$ cat src/rtl/input_debouncer_pkg.sv
`default_nettype none
// ============================================================================
// Module      : input_debouncer_pkg
// Description : Shared FSM state encoding and default parameter constants
//               for the input debouncer.
// Revision    : 1.0 - initial release
// ============================================================================
package input_debouncer_pkg;

  // Stable levels and their qualification (wait) states
  typedef enum logic [1:0] {
    STABLE_LO = 2'd0,
    WAIT_HI   = 2'd1,
    STABLE_HI = 2'd2,
    WAIT_LO   = 2'd3
  } state_t;

  localparam int unsigned c_DEF_SYNC_STAGES     = 2;
  localparam int unsigned c_DEF_DEBOUNCE_CYCLES = 1000;
  localparam int unsigned c_DEF_CNT_WIDTH       = 16;
  localparam logic        c_DEF_RESET_VAL       = 1'b0;

endpackage : input_debouncer_pkg
`default_nettype wire

$ cat src/rtl/input_debouncer_sync.sv
`default_nettype none
// ============================================================================
// Module      : bit_synchronizer
// Description : Generic single-bit multi-flop synchronizer with an
//               asynchronous active-low reset to a programmable level.
// Revision    : 1.0 - initial release
// ============================================================================
module bit_synchronizer #(
  parameter int unsigned STAGES    = 2,
  parameter logic        RESET_VAL = 1'b0
) (
  input  logic clock,
  input  logic reset,
  input  logic d,
  output logic q
);

  logic [STAGES-1:0] r_sync;

  // Shift the asynchronous input through the flop chain
  always_ff @(posedge clock or negedge reset) begin
    if (!reset) begin
      r_sync <= {STAGES{RESET_VAL}};
    end else begin
      r_sync <= {r_sync[STAGES-2:0], d};
    end
  end

  assign q = r_sync[STAGES-1];

endmodule : bit_synchronizer
`default_nettype wire

$ cat src/rtl/input_debouncer.sv
`default_nettype none
// ============================================================================
// Module      : input_debouncer
// Description : Synchronizes a bouncy level input and accepts a level change
//               only after DEBOUNCE_CYCLES consecutive stable cycles.
//               Produces a clean level plus one-cycle rise/fall pulses.
// Revision    : 1.0 - initial release
// ============================================================================
module input_debouncer
  import input_debouncer_pkg::*;
#(
  parameter int unsigned SYNC_STAGES     = c_DEF_SYNC_STAGES,
  parameter int unsigned DEBOUNCE_CYCLES = c_DEF_DEBOUNCE_CYCLES,
  parameter int unsigned CNT_WIDTH       = c_DEF_CNT_WIDTH,
  parameter logic        RESET_VAL       = c_DEF_RESET_VAL
) (
  input  logic clock,
  input  logic reset,
  input  logic enable,
  input  logic din_raw,
  output logic d_out,
  output logic rise_pulse,
  output logic fall_pulse,
  output logic busy
);

  // Count value on which a candidate change is accepted
  localparam logic [CNT_WIDTH-1:0] c_CNT_LAST  = CNT_WIDTH'(DEBOUNCE_CYCLES - 1);
  localparam state_t               c_RST_STATE = RESET_VAL ? STABLE_HI : STABLE_LO;

  logic                 w_sync_s;
  state_t               r_state;
  state_t               w_state_nxt;
  logic [CNT_WIDTH-1:0] r_cnt;
  logic [CNT_WIDTH-1:0] w_cnt_nxt;
  logic                 r_d_out;
  logic                 w_d_out_nxt;
  logic                 r_rise;
  logic                 w_rise_nxt;
  logic                 r_fall;
  logic                 w_fall_nxt;
  logic                 r_busy;

  bit_synchronizer #(
    .STAGES    (SYNC_STAGES),
    .RESET_VAL (RESET_VAL)
  ) u_sync (
    .clock (clock),
    .reset (reset),
    .d     (din_raw),
    .q     (w_sync_s)
  );

  // Next-state, counter and output decode; enable low parks in the stable
  // state matching the current clean level, aborting any qualification.
  always_comb begin
    w_state_nxt = r_state;
    w_cnt_nxt   = r_cnt;
    w_d_out_nxt = r_d_out;
    w_rise_nxt  = 1'b0;
    w_fall_nxt  = 1'b0;
    if (!enable) begin
      w_state_nxt = r_d_out ? STABLE_HI : STABLE_LO;
      w_cnt_nxt   = '0;
    end else begin
      case (r_state)
        STABLE_LO: begin
          if (w_sync_s) begin
            w_state_nxt = WAIT_HI;
            w_cnt_nxt   = '0;
          end
        end
        WAIT_HI: begin
          if (!w_sync_s) begin
            w_state_nxt = STABLE_LO;
            w_cnt_nxt   = '0;
          end else if (r_cnt == c_CNT_LAST) begin
            w_state_nxt = STABLE_HI;
            w_cnt_nxt   = '0;
            w_d_out_nxt = 1'b1;
            w_rise_nxt  = 1'b1;
          end else begin
            // Saturating increment: the count never passes the accept value
            w_cnt_nxt = (r_cnt < c_CNT_LAST) ? r_cnt + 1'b1 : c_CNT_LAST;
          end
        end
        STABLE_HI: begin
          if (!w_sync_s) begin
            w_state_nxt = WAIT_LO;
            w_cnt_nxt   = '0;
          end
        end
        WAIT_LO: begin
          if (w_sync_s) begin
            w_state_nxt = STABLE_HI;
            w_cnt_nxt   = '0;
          end else if (r_cnt == c_CNT_LAST) begin
            w_state_nxt = STABLE_LO;
            w_cnt_nxt   = '0;
            w_d_out_nxt = 1'b0;
            w_fall_nxt  = 1'b1;
          end else begin
            w_cnt_nxt = (r_cnt < c_CNT_LAST) ? r_cnt + 1'b1 : c_CNT_LAST;
          end
        end
        default: begin
          w_state_nxt = c_RST_STATE;
          w_cnt_nxt   = '0;
        end
      endcase
    end
  end

  // State, counter and registered outputs; busy tracks the next state so it
  // is high exactly while the FSM sits in a WAIT state.
  always_ff @(posedge clock or negedge reset) begin
    if (!reset) begin
      r_state <= c_RST_STATE;
      r_cnt   <= '0;
      r_d_out <= RESET_VAL;
      r_rise  <= 1'b0;
      r_fall  <= 1'b0;
      r_busy  <= 1'b0;
    end else begin
      r_state <= w_state_nxt;
      r_cnt   <= w_cnt_nxt;
      r_d_out <= w_d_out_nxt;
      r_rise  <= w_rise_nxt;
      r_fall  <= w_fall_nxt;
      r_busy  <= (w_state_nxt == WAIT_HI) || (w_state_nxt == WAIT_LO);
    end
  end

  assign d_out      = r_d_out;
  assign rise_pulse = r_rise;
  assign fall_pulse = r_fall;
  assign busy       = r_busy;

endmodule : input_debouncer
`default_nettype wire
$ cat config.mk
export PLATFORM = sky130hd
export DESIGN_NAME = input_debouncer
export DESIGN_NICKNAME = d
export VERILOG_FILES = /design/src/rtl/input_debouncer_pkg.sv /design/src/rtl/input_debouncer_sync.sv /design/src/rtl/input_debouncer.sv
export SDC_FILE = /design/constraint.sdc
export NUM_CORES = 1
export LEC_CHECK = 0
export ABC_AREA = 1
export CAP_MARGIN = 20
export CORE_UTILIZATION = 61
export DETAILED_ROUTE_END_ITERATION = 6
export PLACE_DENSITY = 0.82
export SETUP_SLACK_MARGIN = 0.15
export SYNTH_ARGS = -nofsm -noshare
export SYNTH_HDL_FRONTEND = slang
export SYNTH_HIERARCHICAL = 1
export SYNTH_SLANG_ARGS = --single-unit
$ cat constraint.sdc
create_clock -name clock -period 2.15 [get_ports clock]
set_input_delay 0.3225 -clock clock [delete_from_list [all_inputs] [get_ports clock]]
set_output_delay 0.3225 -clock clock [all_outputs]
set_load 0.03 [all_outputs]
Yosys cells after proc, flatten, opt, wreduce, memory -nomap -nowiden
Cells that the tools add are included.
- order comparisons: 1
- reductions and logical operators: 5
- equal/unequal tests: 12
- add/subtract/negate cells: 1
- multiplexer cells: 29
- operators with widths (kind ; number):
    $mux W16 ; 7
    $pmux W16 S4 ; 1
    $add A16 B1 Y16 const B ; 1
    $eq A16 B10 Y1 const B ; 1
    $lt A16 B10 Y1 const B ; 1
    $mux W2 ; 8
    $mux W1 ; 11
    $pmux W2 S4 ; 1
    $eq A2 B2 Y1 const B ; 3
    $ne A2 B2 Y1 const B ; 3
    $reduce_and A6 Y1 ; 1
    $eq A2 B1 Y1 const B ; 2
    $ne A3 B2 Y1 const B ; 1
    $ne A3 B3 Y1 const B ; 1
    $logic_not A2 Y1 ; 1
    $ne A2 B1 Y1 const B ; 1
    $pmux W1 S2 ; 1
    $reduce_and A2 Y1 ; 1
    $reduce_bool A2 Y1 ; 1
    $logic_or A1 B1 Y1 ; 1
- output and inout port bits: 4
- word-level logic and storage cells: 55
- bits in registers: 24
- bits of input ports: 4

Logic depth before layout (Yosys ltp)
Gate-level depths: netlist of the first run.
- depth after elaboration: 7
- gate-level depth with buffers: 9
- depth with buffers taken out: 9

Hierarchy
Netlist of the first run, hierarchy kept.
- modules (own cells, without submodules) (module ; times used ; area each (µm²) ; sequential area each (µm²) ; cells each):
    input_debouncer ; 1 ; 1201.2 ; 525.5 ; 165
    bit_synchronizer ; 1 ; 50.0 ; 50.0 ; 2

Least setup slack after synthesis of the first run
Ideal clock, no wire load.
- kind: reg2reg
- from: register r_cnt[0]
- to: register r_cnt[2]
- setup time: 116 ps
- clock period less this slack: 1370 ps
- path slack: 780 ps
- cell stages (with the launch flop): 8
- required time: 2034 ps
- buffers on the path: 0
- data arrival time: 1253 ps
- cell sequence: dfrtp_1 -> ha_1 -> nand2_2 -> nand3_2 -> a21oi_2 -> o21ai_0 -> nand2_1 -> nand2_1
- longest elaborated chain between the ends: 6
- elaborated cells on any way between the ends: 9
- those cells by class: add/sub (1); order compare (1); eq/ne (1); mux (6)
- RTL lines (item ; RTL line ; RTL):
    start, declared ; input_debouncer.sv:34 ; logic [CNT_WIDTH-1:0] r_cnt;
    start signal, assigned ; input_debouncer.sv:126 ; r_cnt <= w_cnt_nxt;
    $add A16 B1 Y16 / $lt A16 B10 Y1 (equally long branches) ; input_debouncer.sv:84, input_debouncer.sv:103 ;
    $mux W16 ; input_debouncer.sv:84, input_debouncer.sv:103 ;
    $mux W16 * ; input_debouncer.sv:77, input_debouncer.sv:97 ;
    $mux W16, on equally long branches ; input_debouncer.sv:94, input_debouncer.sv:74 ;
    $pmux W16 S4 * ; input_debouncer.sv:66 ; case (r_state)
    $mux W16 * ; input_debouncer.sv:62 ; if (!enable) begin
Mark *: on every way between the ends. The rest lies on a longest branch, timed or not.
A chain may end at the register's enable or synchronous reset.

==> results.toml, run 1 <==
[setup_path]
critPathCaptureType = "primary output"
cp_slowest_stage_delay_ns = 0.72
rr_worst_depth = 7
critical_path_buf_inv_count = 1
cp.required_ns = 1.83
path_max_fanout = 7
rr_startpoint = "r_cnt[0]"
crit_type = "flop to primary output"
reg2reg_to = "r_cnt[2]"
path_delay_family = "buffers and inverters"
crit_chain = "clkdlybuf4s50_1"
cp_data_arrival_time_ns = 1.49
crit_slowest_cell = "clkdlybuf4s50_1"
r2r_setup_slack_ns = 0.61
cp-start-kind = "flop"

[synth]
syn_inst = 167
synth.yosys.seq_area_share_pct = 46.0
synth_ff_type = "dfrtp_1"
synth_top_area_share_pct = 46.0
yosysWarnings = 6
async_reset_ff_share_pct = 100
synthAdderAreaFrac_pct = 1.00
synth_top_area_cell = "dfrtp_1"
synth_cell_types = 20
synthesis.area_um2 = 1250
synth_edf_count = 0
ys_top_cells_by_area = "dfrtp_1, nand2_1, inv_1"
syn_avg_cell_area_um2 = 7.49
synth_compound_area_share_pct = 5.90
synth_xor_area_share_pct = 0
synth_mux_area_share_pct = 0
ys_ff_latch = 23
ys_top_cells_by_count = "nand2_1, inv_1, dfrtp_1, nor2_1, nand3_1"
synthSimpleGateAreaFrac_pct = 36.8
synth_fp_nets = 172
synth_top_family_by_area = "simple AND/OR/NAND/NOR gates"
yosysMostFrequentCell = "nand2_1"

[sta]
max_freq_mhz = 551
period_minus_slack_ns = 1.82
finalClockSkew_ns = 0.00702
timing.final.ws_setup_ns = 0.335
slew_headroom_pct = 77.3
rsz0062_at_grt = "false"
post-route-period-util_pct = 84.4
tns_ns = 0
worst_slew_pin_slew_ns = 0.341
setup_viol = 0
slew_violations = 0
finalHoldViolCount = 0
whs_ns = 0.354

[cts]
clock-sinks = 23
h-tree-depth = 1
numCtsBuffers = 3
clk_latency_ns = 0.31
cts.hold.buffers_added = 0
post-cts-setup-buffers = 0
cts_root_buf = "clkbuf_4"
clkTransAtPathRegs_ns = 0.12
clockBufferDepth = 2
cts_resized = 0
cts_tree = "done"

[detailed_routing]
vias_per_cell = 5.12
vias = 1049
ant_nets = 0
detail_route.wl_per_cell_um = 10.4
drc = 0
dr.pass1.iters = 4
drt-initial-drc-count = 18
routed_wl_um = 2130

[global_routing]
grt_max_degree = 24
gr-total-overflow = 0
grt_usage_pct = 22.1
antenna_found_initial = 0
grt_pass1_wl_um = 3490
first_global_vias = 931

[pwr]
totalPowerFinal_uw = 688
p_per_area_nw_per_um2 = 498
p_clk_share_pct = 28.0
p_int_uw = 524
power_frac_seq_pct = 64.4
swShare_pct = 23.8
p_leak_nw = 0.720
combPwrFrac_pct = 7.6
peakVddDrop_mv = 0.470
switching_power_uw = 164

[floorplanning]
core.rowCount = 16
initial_core_util_pct = 64.4
die_height_um = 47.3
core_um2 = 1940
die_w_um = 47.3
die_area_um2 = 2240
io_pins = 8

[place]
portBuffers = 7
dpl.hpwl_um = 1670
place_congestion = 0.913
pre_cts_slack_ns = 0.367

[final_layout]
final_core_util_pct = 71.1
nets = 184
drive_above_1_share_pct = 15.7
insertedDiodeCount = 0
areaGrowthSynthToFinish_pct = 10.4

[run]
cap_viol_max_count = 0

[min_path]
hold_class = "input pin to asynchronous set/reset pin"

[outcome]
status = "finished, final reports clean"
==> cell families (layout without fill, tap and decap cells) <==
family                     after synthesis  after routing
DFF                                     23             23
and+or+nand+nor                        100            100
AOI/OAI and AO/OA                       11             11
adders and majority gates                1              1
buffers and inverters                   32             43
==> registers in the layout, summed over array words and instances, names as in the netlist <==
| register | count |
|---|---|
| r_cnt | 16 |
| d_out | 1 |
| fall_pulse | 1 |
| r_state | 2 |
| rise_pulse | 1 |
| u_sync/r_sync | 2 |
==> layout by cell type (no fill, tap or decap), types with 2 or more instances in the layout <==
cell / instances
a21oi_1: 3
buf_4: 2
clkbuf_4: 3
clkdlybuf4s50_1: 7
dfrtp_1: 23
inv_1: 25
inv_2: 5
nand2_1: 50
nand2_2: 2
nand3_1: 14
nand3_2: 3
nand4_1: 5
nor2_1: 19
nor2_2: 4
nor2_4: 2
o21ai_0: 2
o21ai_2: 4
==> through the flow <==
| step | instance area (um2) | std cells |
|---|---|---|
| global route | 1380 | 205 |
| floorplan | 1250 | 167 |
| detailed placement | 1350 | 201 |
| global placement | 1350 | 201 |
| CTS | 1380 | 205 |
| finish | 1380 | 205 |
==> worst max path at each step <==
stage / start / depth (start not counted) / endpoint
floorplan: r_cnt[0] / 7 / r_cnt[2]
global placement: enable / 9 / r_cnt[3]
detailed placement: enable / 9 / r_cnt[3]
CTS: r_state[0] / 1 / busy
global route: r_state[0] / 1 / busy
finish: r_state[0] / 1 / busy
==> layout make-up <==
| type | instances | area, um2 |
|---|---|---|
| flip-flops and latches | 23 | 576 |
| fillers | 163 | 561 |
| multi-input cells | 112 | 547 |
| inverters | 30 | 113 |
| repair buffers | 9 | 85.1 |
| well taps | 27 | 33.8 |
| clock buffers | 3 | 22.5 |
| clock inverters | 1 | 5.00 |
==> power by group through the flow <==
| stage | registers [mW] | clock network (mW) | logic [mW] |
|---|---|---|---|
| floorplan | 0.453 | 0 | 0.0251 |
| global route | 0.444 | 0.217 | 0.0594 |
| detailed placement | 0.451 | 0 | 0.0529 |
| CTS | 0.443 | 0.202 | 0.0530 |
| global placement | 0.451 | 0 | 0.0505 |
| finish | 0.443 | 0.193 | 0.0524 |
==> per-layer routing <==
| layer | track usage (%) | routed length, um | vias to the layer above |
|---|---|---|---|
| met5 | 0 | 0 | - |
| met2 | 39.2 | 1060 | 14 |
| li1 | - | - | 537 |
| met1 | 27.6 | 994 | 496 |
| met4 | 5.71 | 13 | 0 |
| met3 | 3.85 | 67 | 2 |
(Power assumes the default switching activity.)
==> run 2, diff against run 1 <==
CORE_UTILIZATION = 57   (was 61)
PLACE_DENSITY = 0.77   (was 0.82)
clock period = 1.7 ns   (was 2.15 ns; I/O delays follow)
==> run 2 against run 1 <==
Flip-flop and latch count is the same; clock skew shrank 0.0051 ns; via count is essentially flat; global-route usage is 1.7 points lower; combinational power increased by 32%; first-iteration DRC count is 100% higher; critical path type unchanged; largest cell class unchanged; largest power group unchanged.
==> results.toml, run 2 (synthesis results as in run 1) <==
[setup_path]
rr_worst_depth = 8
critical_path_buf_inv_count = 1
cp_data_arrival_time_ns = 1.21
path_max_fanout = 7
crit_type = "flop to primary output"
rr_startpoint = "r_cnt[0]"
reg2reg_to = "r_cnt[5]"
cp_slowest_stage_delay_ns = 0.48
crit_chain = "dlygate4sd2_1"
crit_slowest_cell = "dfrtp_1"
cp.required_ns = 1.44
cp-start-kind = "flop"
r2r_setup_slack_ns = 0.26
critPathCaptureType = "primary output"
path_delay_family = "flip-flops"

[final_layout]
nets = 186
final_core_util_pct = 69.3
fill_cells = 174
layout_commonest_cell = "nand2_1"
mostFrequentLayoutCells = "nand2_1, inv_1, dfrtp_1"
insertedDiodeCount = 0
multi_input_area_um2 = 557
largest_registers = "r_cnt x16, r_state x2, u_sync/r_sync x2"
largest_reg_flops = 16
regArea_um2 = 576
areaGrowthSynthToFinish_pct = 12.0
top_register = "r_cnt"
drive_above_1_share_pct = 17.2
stdcell_area_um2 = 1400

[sta]
post-route-period-util_pct = 86.2
finalClockSkew_ns = 0.00188
worst_slew_pin_slew_ns = 0.305
slew_violations = 0
period_minus_slack_ns = 1.47
tns_ns = 0
slew_headroom_pct = 79.7
whs_ns = 0.288
rsz0062_at_grt = "false"
timing.final.ws_setup_ns = 0.234
max_freq_mhz = 682
finalHoldViolCount = 0
setup_viol = 0

[global_routing]
antenna_found_initial = 0
grt_max_degree = 24
gr-total-overflow = 0
first_global_vias = 914
grt_pass1_wl_um = 3810
grt_usage_pct = 20.4

[detailed_routing]
vias_per_cell = 5.06
dr_wl_met2_um = 1070
routed_wl_um = 2230
dr.pass1.iters = 4
top_layer = "met4"
ant_nets = 0
met1Wirelength_um = 1050
detail_route.wl_per_cell_um = 10.8
drc = 0
drt-initial-drc-count = 36
vias = 1048
met3_length_um = 74

[place]
dpl.hpwl_um = 1710
place_congestion = 0.893
place_area_um2 = 1370
portBuffers = 7
pre_cts_slack_ns = 0.142

[cts]
h-tree-depth = 1
post-cts-setup-buffers = 0
clk_latency_ns = 0.30
clockBufferDepth = 2
cts_root_buf = "clkbuf_4"
cts_tree = "done"
clkTransAtPathRegs_ns = 0.13
clock-sinks = 23
numCtsBuffers = 3
cts.hold.buffers_added = 0

[floorplanning]
initial_core_util_pct = 61.9
die_w_um = 48.9
core.rowCount = 16
core_um2 = 2020
die_height_um = 48.9
die_area_um2 = 2390
io_pins = 8

[pwr]
p_leak_nw = 0.739
p_per_area_nw_per_um2 = 628
peakVddDrop_mv = 0.474

[run]
cap_viol_max_count = 0

[outcome]
status = "finished, final reports clean"

[min_path]
hold_class = "input pin to asynchronous set/reset pin"
run 2: power by group:
group          leakage, nW  switching [mW]  internal [mW]
clock network       0.0177           0.162         0.0876
logic                0.414          0.0448         0.0244
registers            0.307         0.00691          0.554
total                0.739           0.214          0.666
run 2: how the worst max path moves through the flow:
| stage | start | endpoint | slack [ns] | cells after the start |
|---|---|---|---|---|
| detailed placement | enable | r_cnt[3] | 0.14 | 8 |
| global route | r_state[0] | busy | 0.16 | 1 |
| finish | r_state[0] | busy | 0.23 | 1 |
| floorplan | r_cnt[0] | r_cnt[2] | 0.33 | 7 |
| global placement | enable | r_cnt[3] | 0.17 | 8 |
| CTS | r_cnt[0] | r_cnt[0] | 0.16 | 7 |
run 2: stage by stage:
step                total power, mW  std cells
floorplan                     0.604        167
global placement              0.639        203
detailed placement            0.642        203
CTS                           0.886        207
global route                  0.915        207
finish                        0.879        207
run 2: cell type report:
cell class | instances | share of cell area, %
sequential | 23 | 41.1
clock inverter | 1 | 0.357
timing repair buffer | 11 | 6.79
clock buffer | 3 | 1.61
tap | 27 | 2.41
inverter | 30 | 8.04
multi-input combinational | 112 | 39.7
run 2: timing repair:
item | CTS | global route
gates cloned | 0 | 0
setup endpoints to repair | 4 | 9
pin swaps | 0 | 1
resized for setup | 4 | 2
run 2: per-layer routing:
layer,GRT usage [%],up-vias
met5,0,-
met4,4.90,0
met3,2.80,4
met2,33.6,21
met1,28.6,485
li1,-,538
